[config.mk]
export PLATFORM = sky130hd
export DESIGN_NAME = booth_radix4_multiplier
export DESIGN_NICKNAME = d
export VERILOG_FILES = /design/src/rtl/alu_pkg.sv /design/src/rtl/booth_r4_encoder.sv /design/src/rtl/booth_radix4_multiplier.sv
export SDC_FILE = /design/constraint.sdc
export NUM_CORES = 1
export LEC_CHECK = 0
export BUFFER_PORTS_ARGS = -buffer_cell sky130_fd_sc_hd__buf_2
export CORE_ASPECT_RATIO = 1.2
export CORE_MARGIN = 4
export CORE_UTILIZATION = 40
export DETAILED_ROUTE_END_ITERATION = 6
export PLACE_DENSITY = 0.6
export SETUP_SLACK_MARGIN = 0.1
export SLEW_MARGIN = 5
export SYNTH_ARGS = -nofsm -noshare
export SYNTH_HDL_FRONTEND = slang
export SYNTH_SLANG_ARGS = --single-unit
[constraint.sdc]
create_clock -name clk -period 11.9 [get_ports clk]
set_input_delay 1.785 -clock clk [delete_from_list [all_inputs] [get_ports clk]]
set_output_delay 1.785 -clock clk [all_outputs]
set_load 0.01 [all_outputs]
[src/rtl/alu_pkg.sv]
// Shared ALU definitions: multiplier FSM states, radix-4 Booth digit codes
// and the digit-count helper used to size the sequencer.
package alu_pkg;

  typedef enum logic [1:0] {
    ST_IDLE = 2'd0,
    ST_CALC = 2'd1,
    ST_DONE = 2'd2
  } state_e;

  typedef enum logic [2:0] {
    DIG_ZERO = 3'd0,
    DIG_P1   = 3'd1,
    DIG_P2   = 3'd2,
    DIG_M1   = 3'd3,
    DIG_M2   = 3'd4
  } booth_digit_e;

  // Operands are extended by two bits, so one extra digit covers the sign/zero pad.
  function automatic int booth_digit_count(input int width);
    return width / 2 + 1;
  endfunction

endpackage

[src/rtl/booth_r4_encoder.sv]
// Radix-4 Booth recoder: multiplier bit triplet {q[2i+1], q[2i], q[2i-1]}
// to a {zero, double, negate} control triple for the partial-sum adder.
module booth_r4_encoder
  import alu_pkg::*;
(
  input  logic [2:0] triplet,
  output logic       zero,
  output logic       double_m,
  output logic       negate
);

  booth_digit_e digit;

  always_comb begin
    digit = DIG_ZERO;
    case (triplet)
      3'b001, 3'b010: digit = DIG_P1;
      3'b011:         digit = DIG_P2;
      3'b100:         digit = DIG_M2;
      3'b101, 3'b110: digit = DIG_M1;
      default:        digit = DIG_ZERO;
    endcase
  end

  // negate stays low for the zero digit so the adder carry-in is never spurious
  assign zero     = (digit == DIG_ZERO);
  assign double_m = (digit == DIG_P2) || (digit == DIG_M2);
  assign negate   = (digit == DIG_M1) || (digit == DIG_M2);

endmodule

[src/rtl/booth_radix4_multiplier.sv]
// Sequential radix-4 Booth multiplier: one digit per cycle, signed or unsigned
// operands per operation, back-to-back start accepted in the DONE cycle.
module booth_radix4_multiplier
  import alu_pkg::*;
#(
  parameter int WIDTH = 32
) (
  input  logic                 clk,
  input  logic                 rst,
  input  logic                 start,
  input  logic                 is_signed,
  input  logic [WIDTH-1:0]     M,
  input  logic [WIDTH-1:0]     Q,
  output logic [2*WIDTH-1:0]   result,
  output logic                 busy,
  output logic                 done
);

  localparam int N    = booth_digit_count(WIDTH);
  localparam int EXT  = WIDTH + 2;
  localparam int ACCW = WIDTH + 3;
  localparam int CW   = $clog2(N + 1);

  state_e               state_q, state_d;
  logic [CW-1:0]        cnt_q, cnt_d;
  logic [EXT-1:0]       mcand_q, mcand_d;
  logic [EXT-1:0]       mplier_q, mplier_d;
  logic                 qm1_q, qm1_d;
  logic [ACCW-1:0]      acc_q, acc_d;
  logic [2*WIDTH-1:0]   result_q, result_d;

  logic                 dig_zero, dig_double, dig_negate;
  logic [ACCW-1:0]      addend_mag, addend, sum;
  logic [ACCW-1:0]      acc_shift;
  logic [EXT-1:0]       mplier_shift;
  logic [2*WIDTH-1:0]   product_final;
  logic [EXT-1:0]       m_ext, q_ext;
  logic                 accept, last_digit;

  booth_r4_encoder u_encoder (
    .triplet  ({mplier_q[1:0], qm1_q}),
    .zero     (dig_zero),
    .double_m (dig_double),
    .negate   (dig_negate)
  );

  assign m_ext = is_signed ? {{2{M[WIDTH-1]}}, M} : {2'b00, M};
  assign q_ext = is_signed ? {{2{Q[WIDTH-1]}}, Q} : {2'b00, Q};

  // Two's-complement subtract: invert the addend and feed negate in as carry.
  assign addend_mag = dig_double ? {mcand_q, 1'b0} : {mcand_q[EXT-1], mcand_q};
  assign addend     = dig_zero ? '0 : (dig_negate ? ~addend_mag : addend_mag);
  assign sum        = acc_q + addend + ACCW'(dig_negate);

  assign acc_shift     = {{2{sum[ACCW-1]}}, sum[ACCW-1:2]};
  assign mplier_shift  = {sum[1:0], mplier_q[EXT-1:2]};
  // After N shifts the multiplier register holds the low EXT product bits.
  assign product_final = {acc_shift[WIDTH-3:0], mplier_shift};

  assign accept     = start && (state_q != ST_CALC);
  assign last_digit = (cnt_q == CW'(N - 1));

  always_comb begin
    state_d  = state_q;
    cnt_d    = cnt_q;
    mcand_d  = mcand_q;
    mplier_d = mplier_q;
    qm1_d    = qm1_q;
    acc_d    = acc_q;
    result_d = result_q;

    case (state_q)
      ST_IDLE: state_d = ST_IDLE;
      ST_CALC: begin
        acc_d    = acc_shift;
        mplier_d = mplier_shift;
        qm1_d    = mplier_q[1];
        cnt_d    = cnt_q + CW'(1);
        if (last_digit) begin
          state_d  = ST_DONE;
          result_d = product_final;
        end
      end
      ST_DONE: state_d = ST_IDLE;
      default: state_d = ST_IDLE;
    endcase

    if (accept) begin
      state_d  = ST_CALC;
      cnt_d    = '0;
      mcand_d  = m_ext;
      mplier_d = q_ext;
      qm1_d    = 1'b0;
      acc_d    = '0;
    end
  end

  always_ff @(posedge clk or negedge rst) begin
    if (!rst) begin
      state_q  <= ST_IDLE;
      cnt_q    <= '0;
      mcand_q  <= '0;
      mplier_q <= '0;
      qm1_q    <= 1'b0;
      acc_q    <= '0;
      result_q <= '0;
    end else begin
      state_q  <= state_d;
      cnt_q    <= cnt_d;
      mcand_q  <= mcand_d;
      mplier_q <= mplier_d;
      qm1_q    <= qm1_d;
      acc_q    <= acc_d;
      result_q <= result_d;
    end
  end

  assign result = result_q;
  assign busy   = (state_q == ST_CALC);
  assign done   = (state_q == ST_DONE);

endmodule

==> results of run 1 <==
==> worst paths after layout <==
kind / slack, ns / from / depth (start not counted) / endpoint
worst max-delay path: 6.73 / mplier_q[1] / 13 / acc_q[33]
worst max register to register: 6.73 / mplier_q[1] / 13 / acc_q[33]
worst min register to register: 0.47 / result[17] / 2 / result[17]
max in group asynchronous: 9.42 / rst / 2 / acc_q[21]
worst min-delay path: 0.47 / result[17] / 2 / result[17]
min in group asynchronous: 1.26 / rst / 1 / result[21]
==> cells in the mapped netlist, types with 2 or more instances <==
| cell | number | share of area [%] |
|---|---|---|
| a311oi_1 | 2 | 0.19 |
| a22oi_1 | 31 | 2.5 |
| a41oi_1 | 2 | 0.19 |
| o21a_1 | 2 | 0.16 |
| nand3b_1 | 3 | 0.24 |
| a211oi_2 | 2 | 0.26 |
| nand2_1 | 206 | 8.2 |
| xnor2_1 | 19 | 1.8 |
| o21ai_1 | 40 | 2.1 |
| mux2_2 | 41 | 4.9 |
| o21ai_0 | 106 | 5.6 |
| o211ai_1 | 5 | 0.40 |
| inv_1 | 17 | 0.68 |
| ha_1 | 35 | 4.6 |
| a31oi_1 | 7 | 0.46 |
| a221oi_1 | 2 | 0.19 |
| mux2i_1 | 35 | 3.7 |
| nand3_1 | 33 | 1.7 |
| buf_1 | 8 | 0.32 |
| xor2_1 | 44 | 4.1 |
| dfrtp_1 | 172 | 46 |
| clkbuf_1 | 55 | 2.2 |
| nand4_1 | 10 | 0.66 |
| o21bai_1 | 4 | 0.32 |
| nor3_1 | 7 | 0.37 |
| and2_1 | 2 | 0.13 |
| nand2b_1 | 5 | 0.33 |
| nor2b_1 | 7 | 0.46 |
| o31ai_1 | 3 | 0.24 |
| a21oi_1 | 36 | 1.9 |
| a211oi_1 | 3 | 0.24 |
| nor2_1 | 21 | 0.83 |
| fa_1 | 2 | 0.42 |
| and3_1 | 4 | 0.26 |
| a21o_1 | 22 | 1.7 |
| o41ai_1 | 3 | 0.28 |
==> flip-flops by register name, summed over array words and instances, names as in the netlist <==
signal    cells
qm1_q         1
mplier_q     34
state_q       2
acc_q        33
cnt_q         5
result       64
mcand_q      33
==> layout make-up <==
| cell class | count | area [um2] | area share (%) |
|---|---|---|---|
| inverter | 19 | 71.3 | 0.651 |
| sequential | 172 | 4310 | 39.3 |
| tap | 315 | 394 | 3.60 |
| clock buffer | 17 | 425 | 3.88 |
| clock inverter | 15 | 158 | 1.44 |
| timing repair buffer | 144 | 754 | 6.89 |
| multi-input combinational | 760 | 4840 | 44.2 |
==> per-stage QoR <==
stage               utilization (%)  instances  area (um2)
detailed placement             44.7       1410       10400
floorplan                         -       1015        9450
finish                         47.2       1442       11000
global route                   47.2       1442       11000
CTS                            47.2       1442       11000
global placement               44.7       1410       10400
==> layer usage <==
| metal | part of all wire [%] | GRT usage [%] | vias to the layer above |
|---|---|---|---|
| met5 | 0 | 0 | - |
| met2 | 48 | 31.0 | 156 |
| met1 | 47 | 24.8 | 3640 |
| li1 | - | - | 3776 |
| met3 | 4.2 | 3.49 | 19 |
| met4 | 1.0 | 4.39 | 0 |
==> cell families (layout without fill, tap and decap cells) <==
group,after synthesis,in the layout,share of synthesized area (%)
simple gates,304,304,13.7
compound gates,280,280,17.9
flops,172,172,45.6
buf+inv,83,195,3.31
mux,76,76,8.59
xor+xnor,63,63,5.84
fa+ha+maj,37,37,5.06
==> worst register-to-register path: cells and delay by family (launching register included) <==
family	cells	cell delay, ns
AO/OA/AOI/OAI	7	1.73
AND/OR/NAND/NOR	3	1.42
flip-flops	1	1.10
adder cells (fa/ha/maj)	1	0.48
multiplexers	2	0.36
==> flow_summary.toml, run 1 <==
[outcome]
status = "complete, no violations"

[timing]
slew_headroom_pct = 24.0
max_freq_mhz = 193
min_period_ns = 5.17
period_share_pct = 43.4
setup_tns_ns = 0
slew_violations = 0
grt_setup_unrepaired = "no"
whs_ns = 0.469
tightest_slew_ns = 1.14
fin_skew_ns = 0.0131
hold_violations = 0
finalSetupViolations = 0
fin_ws_ns = 6.73

[detailed_routing]
vias = 7591
drt_iter0_drc = 431
via_per_inst = 5.26
drc = 0
routed_wl_um = 23600
wire_per_inst_um = 16.4
drtPass1Iterations = 5
drtAntennaViolNets = 0

[setup_path]
worstPathMaxFanout = 42
cp_top_family = "compound AO/OA/AOI/OAI gates"
critPathBufInv = 0
required_ns = 12.26
cpPeakStageDelay_ns = 1.10
end_kind = "flop"
arrival_ns = 5.53
crit_chain = "nand2_1 > nor2_1 > a221oi_1 > fa_1 > nor2b_1 > o2111ai_1 > a31oi_1 > a41oi_2 > a211oi_1 > o21ai_1 > mux2i_1 > a2111oi_2 > mux2i_1"
crit_path_start_kind = "flop"
crit_top_cell = "mux2i_1"
crit_path_top_delay_cell = "dfrtp_2"
crit_type = "flop to flop"

[finish]
drive_gt1_share_pct = 20.4
fill_cells = 2277
nets = 1219
mostFrequentLayoutCell = "nand2_1"
areaGrowthSynthToFinish_pct = 15.9
diodes = 0
final_cell_mix = "nand2_1, dfrtp_1, buf_2"

[yosys]
async_flop_share_pct = 100
synth_area_mm2 = 0.00945
yosys_register_bits = 172
avgSynthCellArea_um2 = 9.31
synth_edf_count = 0
syn_inst = 1015
yosysSeqAreaShare_pct = 45.6
ys_types = 55
synth_warnings = 0
synth_flop_cell = "dfrtp_1"
synth_nets = 1120

[clock_network]
clock-root-buffer = "clkbuf_16"
cts.sinks = 172
cts_hold_buf = 0
clock_path_buffers = 2
post-cts-setup-buffer-count = 0
numCtsBuffers = 17
path_clk_slew_ns = 0.07
ctsResizeCount = 0
cts_tree = "built"
htreeDepth = 4
insertion_delay_ns = 0.44

[global_route]
grt_overflow = 0
grt_usage_pct = 18.4
grt_pass1_vias = 7566
grt_pass1_wl_um = 38900
antenna_found_initial = 0
grt_max_degree = 79

[floorplanning]
start_util_pct = 40.7
die_y_um = 176
die_w_um = 148
core-area_mm2 = 0.0232
row_count = 61
dieArea_mm2 = 0.0262
io_pins = 134

[place]
gp_congestion = 0.895
numPortBuffers = 133
pre_cts_slack_ns = 6.84
dp_hpwl_um = 16200

[job]
cap_violations = 0

[min_path]
hold_class = "flop to flop"
Power of run 1 is left out: the tool's default activity adds up to more than one toggle a clock period on the data nets, which glitch-free logic cannot reach.
==> inputs of run 2 (changes only) <==
--- a/config.mk
+++ b/config.mk
@@ -10,7 +10,7 @@
 export CORE_MARGIN = 4
 export CORE_UTILIZATION = 40
 export DETAILED_ROUTE_END_ITERATION = 6
-export PLACE_DENSITY = 0.6
+export PLACE_DENSITY = 0.62
 export SETUP_SLACK_MARGIN = 0.1
 export SLEW_MARGIN = 5
 export SYNTH_ARGS = -nofsm -noshare
==> constraint.sdc (replaced) <==
create_clock -name clk -period 4.3 [get_ports clk]
set_input_delay 0.645 -clock clk [delete_from_list [all_inputs] [get_ports clk]]
set_output_delay 0.645 -clock clk [all_outputs]
set_load 0.01 [all_outputs]
==> flow_summary.toml, run 2 (synthesis results as in run 1) <==
[outcome]
status = "complete, no violations"

[finish]
finalNonFillerCells = 1446
areaGrowthSynthToFinish_pct = 17.0
seq_area_mm2 = 0.00431
drive_gt1_share_pct = 20.9
diodes = 0
mostFrequentLayoutCell = "nand2_1"
fill_cells = 2311
nets = 1223
final_cell_mix = "nand2_1, dfrtp_1, buf_2"
multi_input_comb_area_mm2 = 0.00488
largest_register_ffs = 64
fin_area_mm2 = 0.0111
post-route-util_pct = 47.6

[global_route]
grt_usage_pct = 18.6
grt_pass1_wl_um = 39400
grt_max_degree = 89
grt_overflow = 0
grt_pass1_vias = 7662
antenna_found_initial = 0

[setup_path]
crit_path_top_delay_cell = "dfrtp_2"
worstSetupStartpoint = "mplier_q[0]"
crit_type = "flop to flop"
required_ns = 4.58
end_kind = "flop"
crit_path_start_kind = "flop"
arrival_ns = 4.27
worstReg2RegStart = "mplier_q[0]"
r2r_slack_ns = 0.31
worstPathMaxFanout = 20
crit_chain = "nand2_1 > nor2_4 > buf_4 > a22oi_1 > o21ai_0 > ha_1 > nand2_1 > nor3_1 > nand3_1 > a311oi_1 > o21ai_1 > o221a_2 > o21a_1 > xor2_1 > o21ai_1"
cpPeakStageDelay_ns = 0.54

[detailed_routing]
drtPass1Iterations = 5
drt_iter0_drc = 314
vias = 7678
via_per_inst = 5.31
drtAntennaViolNets = 0
drc = 0
routed_wl_um = 23900
wire_per_inst_um = 16.5

[place]
gp_congestion = 0.886
numPortBuffers = 133
place_inst = 1413
dp_hpwl_um = 16200
dpl_cell_area_mm2 = 0.0104

[clock_network]
post-cts-setup-buffer-count = 0
numCtsBuffers = 17
path_clk_slew_ns = 0.08
htreeDepth = 4
cts_hold_buf = 0
cts.sinks = 172
clock_path_buffers = 2
clock-root-buffer = "clkbuf_16"
cts_tree = "built"
insertion_delay_ns = 0.44

[timing]
finalSetupViolations = 0
slew_headroom_pct = 18.5
min_period_ns = 3.99
period_share_pct = 92.7
grt_setup_unrepaired = "no"
max_freq_mhz = 251
slew_violations = 0
whs_ns = 0.243
tightest_slew_ns = 1.22
hold_violations = 0
fin_skew_ns = 0.0104

[floorplanning]
die_w_um = 148
start_util_pct = 40.7
row_count = 61
io_pins = 134
dieArea_mm2 = 0.0262
die_y_um = 176
core-area_mm2 = 0.0232

[job]
cap_violations = 0

[min_path]
hold_class = "input port to asynchronous set/reset pin"
-- run 2: per-stage QoR --
stage	setup WS, ns	TNS, ns
2_1_floorplan	0.568	0
3_3_place_gp	0.0597	0
3_5_place_dp	-0.0484	-0.0484
4_1_cts	0.227	0
5_1_grt	0.108	0
6_report	0.312	0
-- run 2: cell type report --
cell class | instances | share of cell area (%)
clock buffers | 17 | 3.85
clock inverters | 15 | 1.80
inverters | 19 | 0.645
multi-input cells | 761 | 44.1
flip-flops and latches | 172 | 39.0
well taps | 315 | 3.57
repair buffers | 147 | 7.03
-- run 2: worst max-delay path, delay by kind of cell, from the launching register on --
kind / cells / cell delay, ns
XOR/XNOR: 1 / 0.18
adder cells (fa/ha/maj): 1 / 0.30
flip-flops: 1 / 0.54
AO/OA/AOI/OAI: 7 / 1.48
AND/OR/NAND/NOR: 5 / 1.00
buffers and inverters: 1 / 0.33
-- run 2: what timing repair did --
item / CTS / global route
gates resized for setup: 1 / 3
setup endpoints to repair: 3 / 9
pin swaps: 0 / 1
cloned: 0 / 1
-- run 2: worst paths after layout --
| path | endpoint | depth (start not counted) |
|---|---|---|
| worst max-delay path | result[63] | 15 |
| worst min-delay path | result[21] | 1 |
| worst max register to register | result[63] | 15 |
| worst min register to register | result[15] | 2 |
| max in group asynchronous | acc_q[16] | 2 |
| min in group clk | mcand_q[24] | 2 |
-- run 2: layer usage --
layer / up-vias / global-route usage, % / wire, um
met4: 0 / 5.81 / 404
met2: 193 / 30.5 / 11500
met5: - / 0 / 0
met3: 27 / 3.36 / 1080
li1: 3783 / - / -
met1: 3675 / 25.0 / 10900
Power of run 2 is left out for the same reason.
==> inputs of run 3 (changes only) <==
--- a/config.mk
+++ b/config.mk
@@ -10,6 +10,7 @@
 export CORE_MARGIN = 4
 export CORE_UTILIZATION = 40
 export DETAILED_ROUTE_END_ITERATION = 6
+export GPL_TIMING_DRIVEN = 0
 export PLACE_DENSITY = 0.62
 export SETUP_SLACK_MARGIN = 0.1
 export SLEW_MARGIN = 5
==> flow_summary.toml, run 3 (synthesis results as in run 1) <==
[detailed_routing]
via_per_inst = 5.33
drtPass1Iterations = 7
drt_iter0_drc = 493
dr.max_layer_used = "met4"
met1_length_um = 11800
wire_per_inst_um = 17.4
vias = 7983
drc = 0
drtAntennaViolNets = 0
routed_wl_um = 26000
wl_met2_um = 12600
wl_met3_um = 1170

[setup_path]
worstSetupStartpoint = "mplier_q[1]"
crit_chain = "clkbuf_2 > buf_4 > a21oi_1 > o22ai_1 > a31oi_1 > fa_2 > inv_1 > fa_1 > nor2b_2 > o2111ai_1 > a31oi_2 > a41oi_2 > a211oi_2 > o21ai_1 > mux2i_1 > a2111oi_2 > mux2i_1"
crit_path_top_delay_cell = "fa_1"
required_ns = 4.65
critPathBufInv = 3
r2r_cells = 17
r2r_slack_ns = 0.27
worstPathMaxFanout = 10
crit_type = "flop to flop"
cp.depth = 17
cpPeakStageDelay_ns = 0.41
cp-endpoint = "acc_q[33]"
cp_top_family = "compound AO/OA/AOI/OAI gates"
end_kind = "flop"
crit_top_cell = "mux2i_1"
worstReg2RegStart = "mplier_q[1]"
worstReg2RegEnd = "acc_q[33]"
arrival_ns = 4.39
crit_path_start_kind = "flop"

[timing]
max_freq_mhz = 248
period_share_pct = 93.7
fin_ws_ns = 0.269
fin_skew_ns = 0.0227
hold_violations = 0
min_period_ns = 4.03
grt_setup_unrepaired = "yes"
tightest_slew_ns = 0.820
whs_ns = 0.150
finalSetupViolations = 0
slew_headroom_pct = 45.3
slew_violations = 0

[place]
numPortBuffers = 133
gp_congestion = 0.884
dp_hpwl_um = 18900
pre_cts_slack_ns = -0.350

[clock_network]
clock-root-buffer = "clkbuf_16"
numCtsBuffers = 17
cts_hold_buf = 0
insertion_delay_ns = 0.45
path_clk_slew_ns = 0.08
cts.sinks = 172
htreeDepth = 4
clock_path_buffers = 2
cts_tree = "built"

[finish]
mostFrequentLayoutCell = "nand2_1"
areaGrowthSynthToFinish_pct = 18.9
largest_register_ffs = 64
diodes = 0
final_cell_mix = "nand2_1, dfrtp_1, buf_2"
nets = 1275
drive_gt1_share_pct = 20.0

[global_route]
grt_overflow = 0
grt_max_degree = 107
grt_pass1_wl_um = 41900
grt_usage_pct = 20.1
antenna_found_initial = 0
grt_pass1_vias = 7963

[outcome]
status = "complete, no violations"

[job]
cap_violations = 0

[floorplanning]
core-area_mm2 = 0.0232
io_pins = 134
dieArea_mm2 = 0.0262
row_count = 61
die_y_um = 176
start_util_pct = 40.7
die_w_um = 148

[min_path]
hold_class = "input port to asynchronous set/reset pin"
-- run 3: changes by cell type in the layout (fill, tap and decap cells not counted), sizes merged --
cell and change:
clkbuf +56, bufinv -1, xor2 -1, buf -2
-- run 3: layer usage --
metal / vias up / global-route usage, %
met2: 201 / 33.4
met5: - / 0
met4: 0 / 5.78
met3: 26 / 3.11
li1: 3886 / -
met1: 3870 / 27.4
-- run 3: repair_timing --
item                       in CTS  in global routing
gates resized for setup         5                 24
setup endpoints to repair      26                 17
pin swaps                       0                  4
hold endpoints to repair        0                  0
setup buffers                   0                  2
-- run 3: metrics by stage --
stage	util (%)	area (um2)	TNS [ns]	instances
2_1_floorplan	-	9450	0	1015
3_3_place_gp	45.3	10500	-46.64	1463
3_5_place_dp	45.4	10500	-2.56	1464
4_1_cts	48.1	11200	0	1496
5_1_grt	48.4	11200	0	1498
6_report	48.4	11200	0	1498
-- run 3: final cells by class --
type                            instances  area, um2
Buffer                                 64        259
Clock buffer                           18        439
Clock inverter                         14        170
Fill cell                            2330      12000
Inverter                               19       71.3
Multi-Input combinational cell        760       4880
Sequential cell                       172       4300
Tap cell                              315        394
Timing Repair Buffer                  136        718
-- run 3: worst min-delay path by stage --
stage	startpoint	to	slack [ns]
6_report	rst	result[22]	0.15
5_1_grt	rst	result[22]	0.18
4_1_cts	rst	result[22]	0.17
3_5_place_dp	result[9]	result[9]	0.46
3_3_place_gp	result[11]	result[11]	0.45
2_1_floorplan	rst	acc_q[0]	0.35
Power of run 3 is left out for the same reason.
